**config.mk**
```make
export PLATFORM = sky130hd
export DESIGN_NAME = mac_operand_serializer
export DESIGN_NICKNAME = d
export VERILOG_FILES = /design/src/rtl/mac_operand_serializer_pkg.sv /design/src/rtl/mac_operand_serializer_operand_fifo.sv /design/src/rtl/mac_operand_serializer.sv
export SDC_FILE = /design/constraint.sdc
export NUM_CORES = 1
export LEC_CHECK = 0
export ABC_AREA = 1
export CORE_MARGIN = 3
export CORE_UTILIZATION = 55
export CTS_CLUSTER_DIAMETER = 50
export DETAILED_ROUTE_END_ITERATION = 8
export GPL_TIMING_DRIVEN = 0
export PLACE_DENSITY_LB_ADDON = 0.1
export SYNTH_ARGS = -nofsm -noshare
export SYNTH_HDL_FRONTEND = slang
export SYNTH_SLANG_ARGS = --single-unit
```
**constraint.sdc**
```tcl
create_clock -name clk -period 3.5 [get_ports clk]
set_input_delay 0.7 -clock clk [delete_from_list [all_inputs] [get_ports clk]]
set_output_delay 0.7 -clock clk [all_outputs]
set_load 0.01 [all_outputs]
```
**src/rtl/mac_operand_serializer_pkg.sv**
```systemverilog
// ---------------------------------------------------------------------------
// mac_operand_serializer_pkg
// Shared definitions for the MAC operand serializer:
//   - default operand widths and FIFO depth
//   - width of the wrapping operation counters
//   - 3-bit FSM state encoding
// ---------------------------------------------------------------------------
package mac_operand_serializer_pkg;

    localparam int DEF_MULTIPLICAND_WIDTH = 4;
    localparam int DEF_MULTIPLIER_WIDTH   = 4;
    localparam int DEF_FIFO_DEPTH         = 2;
    localparam int OPS_COUNT_WIDTH        = 16;

    typedef enum logic [2:0] {
        ST_IDLE      = 3'd0,
        ST_CLEAR     = 3'd1,
        ST_START     = 3'd2,
        ST_SHIFT     = 3'd3,
        ST_WAIT_DONE = 3'd4
    } state_t;

endpackage

```
**src/rtl/mac_operand_serializer_operand_fifo.sv**
```systemverilog
// ---------------------------------------------------------------------------
// operand_fifo
// Show-ahead synchronous FIFO holding {clear, multiplicand, multiplier}
// operand records. Head entry is visible on pop_data whenever empty=0.
// Ports:
//   clk, rst        clock, asynchronous active-low reset (flushes pointers)
//   push, push_data write request (ignored while full) and data
//   pop             read request (ignored while empty)
//   pop_data        current head entry
//   count           number of stored entries
//   full, empty     occupancy flags
// ---------------------------------------------------------------------------
module operand_fifo #(
    parameter int WIDTH = 9,
    parameter int DEPTH = 2
) (
    input  logic                       clk,
    input  logic                       rst,
    input  logic                       push,
    input  logic [WIDTH-1:0]           push_data,
    input  logic                       pop,
    output logic [WIDTH-1:0]           pop_data,
    output logic [$clog2(DEPTH):0]     count,
    output logic                       full,
    output logic                       empty
);

    localparam int AW = (DEPTH > 1) ? $clog2(DEPTH) : 1;
    localparam int CW = $clog2(DEPTH) + 1;

    logic [WIDTH-1:0] mem [DEPTH];
    logic [AW-1:0]    wr_ptr_reg;
    logic [AW-1:0]    rd_ptr_reg;
    logic [CW-1:0]    count_reg;
    logic             do_push;
    logic             do_pop;

    assign full     = (count_reg == CW'(DEPTH));
    assign empty    = (count_reg == '0);
    assign count    = count_reg;
    assign do_push  = push && !full;
    assign do_pop   = pop && !empty;
    assign pop_data = mem[rd_ptr_reg];

    // Storage carries no reset; only the pointers define validity.
    always_ff @(posedge clk) begin
        if (do_push) begin
            mem[wr_ptr_reg] <= push_data;
        end
    end

    // DEPTH is a power of two, so pointers wrap by natural overflow.
    always_ff @(posedge clk or negedge rst) begin
        if (!rst) begin
            wr_ptr_reg <= '0;
            rd_ptr_reg <= '0;
            count_reg  <= '0;
        end else begin
            if (do_push) begin
                wr_ptr_reg <= wr_ptr_reg + 1'b1;
            end
            if (do_pop) begin
                rd_ptr_reg <= rd_ptr_reg + 1'b1;
            end
            case ({do_push, do_pop})
                2'b10:   count_reg <= count_reg + 1'b1;
                2'b01:   count_reg <= count_reg - 1'b1;
                default: count_reg <= count_reg;
            endcase
        end
    end

endmodule

```
**src/rtl/mac_operand_serializer.sv**
```systemverilog
// ---------------------------------------------------------------------------
// mac_operand_serializer
// Buffers parallel (multiplicand, multiplier) pairs and replays each one to a
// bit-serial MAC: optional one-cycle accumulator clear, start pulse, held
// multiplicand, multiplier LSB-first, then wait for the MAC's done.
// Optional build macro: MAC_ZERO_SKIP_EN -- discards zero-multiplier pairs
// (clear-only pairs still issue the clear) and adds the skipped_ops port.
// Ports:
//   clk, rst                           clock, asynchronous active-low reset
//   in_valid/in_ready                  operand pair handshake
//   in_multiplicand/in_multiplier      operand pair
//   in_clear                           clear accumulator before this pair
//   mac_start, mac_clear_acc           one-cycle MAC control pulses
//   mac_multiplicand, mac_serial_bit   MAC operands
//   mac_done                           MAC completion
//   skipped_ops                        discarded pair count (macro only)
//   busy                               FSM active or FIFO non-empty
//   ops_issued                         wrapping count of started operations
// ---------------------------------------------------------------------------
module mac_operand_serializer
    import mac_operand_serializer_pkg::*;
#(
    parameter int MULTIPLICAND_WIDTH = DEF_MULTIPLICAND_WIDTH,
    parameter int MULTIPLIER_WIDTH   = DEF_MULTIPLIER_WIDTH,
    parameter int FIFO_DEPTH         = DEF_FIFO_DEPTH
) (
    input  logic                          clk,
    input  logic                          rst,
    input  logic                          in_valid,
    output logic                          in_ready,
    input  logic [MULTIPLICAND_WIDTH-1:0] in_multiplicand,
    input  logic [MULTIPLIER_WIDTH-1:0]   in_multiplier,
    input  logic                          in_clear,
    output logic                          mac_start,
    output logic                          mac_clear_acc,
    output logic [MULTIPLICAND_WIDTH-1:0] mac_multiplicand,
    output logic                          mac_serial_bit,
    input  logic                          mac_done,
`ifdef MAC_ZERO_SKIP_EN
    output logic [OPS_COUNT_WIDTH-1:0]    skipped_ops,
`endif
    output logic                          busy,
    output logic [OPS_COUNT_WIDTH-1:0]    ops_issued
);

    localparam int FW = 1 + MULTIPLICAND_WIDTH + MULTIPLIER_WIDTH;
    localparam int BW = $clog2(MULTIPLIER_WIDTH + 1);

    // FIFO interface
    logic                          fifo_pop;
    logic [FW-1:0]                 fifo_head;
    logic [$clog2(FIFO_DEPTH):0]   fifo_count;
    logic                          fifo_full;
    logic                          fifo_empty;
    logic                          head_clear;
    logic [MULTIPLICAND_WIDTH-1:0] head_mcand;
    logic [MULTIPLIER_WIDTH-1:0]   head_mplier;

    // Sequencer state
    state_t                        state_reg, state_next;
    logic [MULTIPLICAND_WIDTH-1:0] mcand_reg, mcand_next;
    logic [MULTIPLIER_WIDTH-1:0]   shift_reg, shift_next;
    logic [BW-1:0]                 bit_cnt_reg, bit_cnt_next;
    logic [OPS_COUNT_WIDTH-1:0]    ops_reg, ops_next;
`ifdef MAC_ZERO_SKIP_EN
    logic                          clear_only_reg, clear_only_next;
    logic [OPS_COUNT_WIDTH-1:0]    skipped_reg, skipped_next;
`endif

    assign in_ready = !fifo_full;

    operand_fifo #(
        .WIDTH (FW),
        .DEPTH (FIFO_DEPTH)
    ) u_fifo (
        .clk       (clk),
        .rst       (rst),
        .push      (in_valid),
        .push_data ({in_clear, in_multiplicand, in_multiplier}),
        .pop       (fifo_pop),
        .pop_data  (fifo_head),
        .count     (fifo_count),
        .full      (fifo_full),
        .empty     (fifo_empty)
    );

    assign head_clear  = fifo_head[FW-1];
    assign head_mcand  = fifo_head[MULTIPLIER_WIDTH +: MULTIPLICAND_WIDTH];
    assign head_mplier = fifo_head[MULTIPLIER_WIDTH-1:0];

    always_comb begin
        state_next     = state_reg;
        mcand_next     = mcand_reg;
        shift_next     = shift_reg;
        bit_cnt_next   = bit_cnt_reg;
        ops_next       = ops_reg;
`ifdef MAC_ZERO_SKIP_EN
        clear_only_next = clear_only_reg;
        skipped_next    = skipped_reg;
`endif
        fifo_pop       = 1'b0;
        mac_start      = 1'b0;
        mac_clear_acc  = 1'b0;
        mac_serial_bit = 1'b0;

        case (state_reg)
            ST_IDLE: begin
                if (!fifo_empty) begin
                    fifo_pop = 1'b1;
`ifdef MAC_ZERO_SKIP_EN
                    // Zero multiplier: nothing to serialize. The multiplicand
                    // output is left untouched so it keeps its last value.
                    if (head_mplier == '0) begin
                        skipped_next = skipped_reg + 1'b1;
                        if (head_clear) begin
                            clear_only_next = 1'b1;
                            state_next      = ST_CLEAR;
                        end
                    end else
`endif
                    begin
                        mcand_next = head_mcand;
                        shift_next = head_mplier;
`ifdef MAC_ZERO_SKIP_EN
                        clear_only_next = 1'b0;
`endif
                        state_next = head_clear ? ST_CLEAR : ST_START;
                    end
                end
            end

            ST_CLEAR: begin
                mac_clear_acc = 1'b1;
`ifdef MAC_ZERO_SKIP_EN
                state_next = clear_only_reg ? ST_IDLE : ST_START;
`else
                state_next = ST_START;
`endif
            end

            ST_START: begin
                mac_start      = 1'b1;
                mac_serial_bit = shift_reg[0];
                shift_next     = shift_reg >> 1;
                ops_next       = ops_reg + 1'b1;
                bit_cnt_next   = BW'(1);
                state_next     = ST_SHIFT;
            end

            ST_SHIFT: begin
                // bit_cnt_reg is the index of the bit currently on the wire.
                mac_serial_bit = shift_reg[0];
                shift_next     = shift_reg >> 1;
                if (bit_cnt_reg == BW'(MULTIPLIER_WIDTH - 1)) begin
                    state_next = ST_WAIT_DONE;
                end else begin
                    bit_cnt_next = bit_cnt_reg + 1'b1;
                end
            end

            ST_WAIT_DONE: begin
                if (mac_done) begin
                    state_next = ST_IDLE;
                end
            end

            default: begin
                state_next = ST_IDLE;
            end
        endcase
    end

    always_ff @(posedge clk or negedge rst) begin
        if (!rst) begin
            state_reg   <= ST_IDLE;
            mcand_reg   <= '0;
            shift_reg   <= '0;
            bit_cnt_reg <= '0;
            ops_reg     <= '0;
`ifdef MAC_ZERO_SKIP_EN
            clear_only_reg <= 1'b0;
            skipped_reg    <= '0;
`endif
        end else begin
            state_reg   <= state_next;
            mcand_reg   <= mcand_next;
            shift_reg   <= shift_next;
            bit_cnt_reg <= bit_cnt_next;
            ops_reg     <= ops_next;
`ifdef MAC_ZERO_SKIP_EN
            clear_only_reg <= clear_only_next;
            skipped_reg    <= skipped_next;
`endif
        end
    end

    assign mac_multiplicand = mcand_reg;
    assign ops_issued       = ops_reg;
    assign busy             = (state_reg != ST_IDLE) || (fifo_count != '0);
`ifdef MAC_ZERO_SKIP_EN
    assign skipped_ops      = skipped_reg;
`endif

endmodule

```
==> qor.csv <==
metric,value,unit
ANT nets after route,0,
fmax,393,MHz
worst vdd ir,0.482,mV
CTS max path bufs,2,
fraction of power consumed by sequential logic,42.5,%
switching power,0.770,mW
Reg with most FFs,u_fifo.mem,
"commonest non-fill, non-tap cell in the layout",nand2_1,
die area,5080,µm²
Slew Limit Headroom,46.5,%
Core ar.,4060,µm²
post-CTS setup buffers,0,
Least-Margin Pin Slew,0.800,ns
"Clk Latency, worst-skew pair",0.29,ns
share of cells above drive strength 1,12.9,%
switching share of total power,34.8,%
Post-DP HPWL,2.86,mm
Yosys warning total,0,
maximum capacitance violations,0,
crit path time final,2.54,ns
Yosys top cell by area,dfrtp_1,
final number of hold-violating endpoints,0,
Gate Count Post-Synth,226,
via density per instance,5.04,
Setup TNS Final,0,ns
Syn Area/Cell,10.4,µm²
initial antenna violation count,0,
vias in the first global route,1580,
CP Max Fanout,6,
sequential share of the synthesized area,59.3,%
top cell type's share of synthesized area,36.3,%
Critical Path Sink Type,primary output,
mux contribution to synthesized area,0.427,%
DRT Wirelength,3.83,mm
Yosys reg bits,52,
row count,23,
die width,71.3,µm
RSZ-0062 raised after global routing,no,
post-synthesis compound-gate area fraction,6.03,%
"Largest delay share family, worst path",buffers and inverters,
Setup Crit Path Kind,flip-flop to primary output,
Pint,1.44,mW
global-route wire length before repair,6.73,mm
"commonest non-fill, non-tap cells in the layout","nand2_1, clkdlybuf4s50_1, dfrtp_1",
final core occ,71.5,%
nets,287,
Tot GR Track Use,16.6,%
H-tree Lvls,2,
Synth Area in Simple Gates,22.9,%
Initial Util,57.8,%
CTS root buffer,clkbuf_8,
CP Cell Sequence,inv_2 -> nor2_2 -> inv_1 -> nor2_1 -> clkdlybuf4s50_1,
TritonCTS clock tree,built,
Leak,1.29,nW
largest family of logic cells by synthesized area,simple AND/OR/NAND/NOR gates,
syn_nets,243,
critical path's largest stage delay,0.55,ns
GP Congestion,0.792,
clk_skew,0.00391,ns
Syn Std Cell Area,2340,µm²
WP data required,2.80,ns
via count,1617,
pin count of the biggest net entering global routing,35,
CP Launch Type,flip-flop,
antenna diode count,0,
Die Ht,71.3,µm
Inserted Clock Buffers,5,
adder-cell share of the synthesized area,2.13,%
# hold bufs at CTS,0,
Tcrit/Tclk final,72.7,%
"Data arrival, critical path",1.84,ns
router iterations before antenna repair,4,
combinational power share,37.7,%
Clk pwr share,19.8,%
clock sink total,52,
IO Port Bufs,37,
Iteration-0 DRC Markers,72,
worst path buffer plus inverter count,3,
Synth area leaders,"dfrtp_1, edfxtp_1, nand2_1",
# DRC,0,
Area Overhead vs Synth,23.7,%
Synth Area in XOR/XNOR,4.86,%
status,"complete, no violations",
drt wl/cell,11.9,µm
Max Slew Vio Count,0,
max FFs per register,18,
total congestion overflow,0,
slowest CP cell,clkdlybuf4s50_1,
Power Dens Cells,763,nW/µm²
Hold Path Class,input pin to async pin,
IO Count,38,
synth unique cells,30,
clock-pin slew on the worst setup and hold paths,0.09,ns
Final Setup Violations,0,
post-cts gate resize count,0,
==> cell families after synthesis <==
logic type,after synthesis
AND/OR/NAND/NOR,111
adder cells (fa/ha/maj),4
flip-flops,52
XOR/XNOR,13
AO/OA/AOI/OAI,19
multiplexers,1
buffers and inverters,26
==> power by group through the flow <==
stage / Sequential, mW / Clock [mW] / Combinational, mW
floorplan: 0.958 / 0 / 0.540
global placement: 0.950 / 0 / 0.824
detailed placement: 0.955 / 0 / 0.844
CTS: 0.944 / 0.449 / 0.849
global route: 0.964 / 0.472 / 0.935
finish: 0.942 / 0.438 / 0.834
==> layer usage <==
layer | routed length [µm] | global-route usage (%)
met1 | 1720 | 20.5
met2 | 1910 | 29.5
met3 | 160 | 3.09
met4 | 34 | 5.01
met5 | 0 | 0
==> through the flow <==
step / worst slack (ns) / total power, mW / area (µm²) / instances / hold slack, ns
floorplan: 1.88 / 1.50 / 2340 / 226 / 0.404
global placement: 1.00 / 1.77 / 2780 / 313 / 0.464
detailed placement: 1.18 / 1.80 / 2770 / 313 / 0.475
CTS: 0.931 / 2.24 / 2900 / 321 / 0.482
global route: 0.819 / 2.37 / 2900 / 321 / 0.507
finish: 0.957 / 2.21 / 2900 / 321 / 0.458
==> final timing paths <==
kind                       cells after the start  slack, ns      startpoint         endpoint
max in group asynchronous                      1       2.58             rst     shift_reg[3]
hold reg to reg                                2       0.49  bit_cnt_reg[1]   bit_cnt_reg[1]
min in group clk                               2       0.49  bit_cnt_reg[1]   bit_cnt_reg[1]
setup reg to reg                               7       1.79    state_reg[1]  u_fifo.count[1]
setup / recovery                               5       0.96    state_reg[1]   mac_serial_bit
hold / removal                                 1       0.46             rst   bit_cnt_reg[0]
==> Yosys cell counts, drive strengths merged <==
cell type / instances
nand3b: 2
nand4: 6
or2: 5
nor3: 3
o21ai: 7
nor2: 30
o31ai: 4
xor2: 8
a21boi: 1
mux2i: 1
o2111ai: 3
inv: 25
edfxtp: 18
o211ai: 1
xnor2: 5
ha: 4
nand2: 53
buf: 1
dfrtp: 34
a21oi: 3
nand3: 12
==> cell type report <==
cell class                 count  area [µm²]
clock inverter                 1        30.0
clock buffer                   7        97.6
timing repair buffer          37         365
multi-input combinational    148         852
buffer                         1        5.00
sequential                    52        1390
fill                         314        1160
inverter                      25        96.3
tap                           50        62.6
Note: power is estimated with default switching activity, not from simulation.
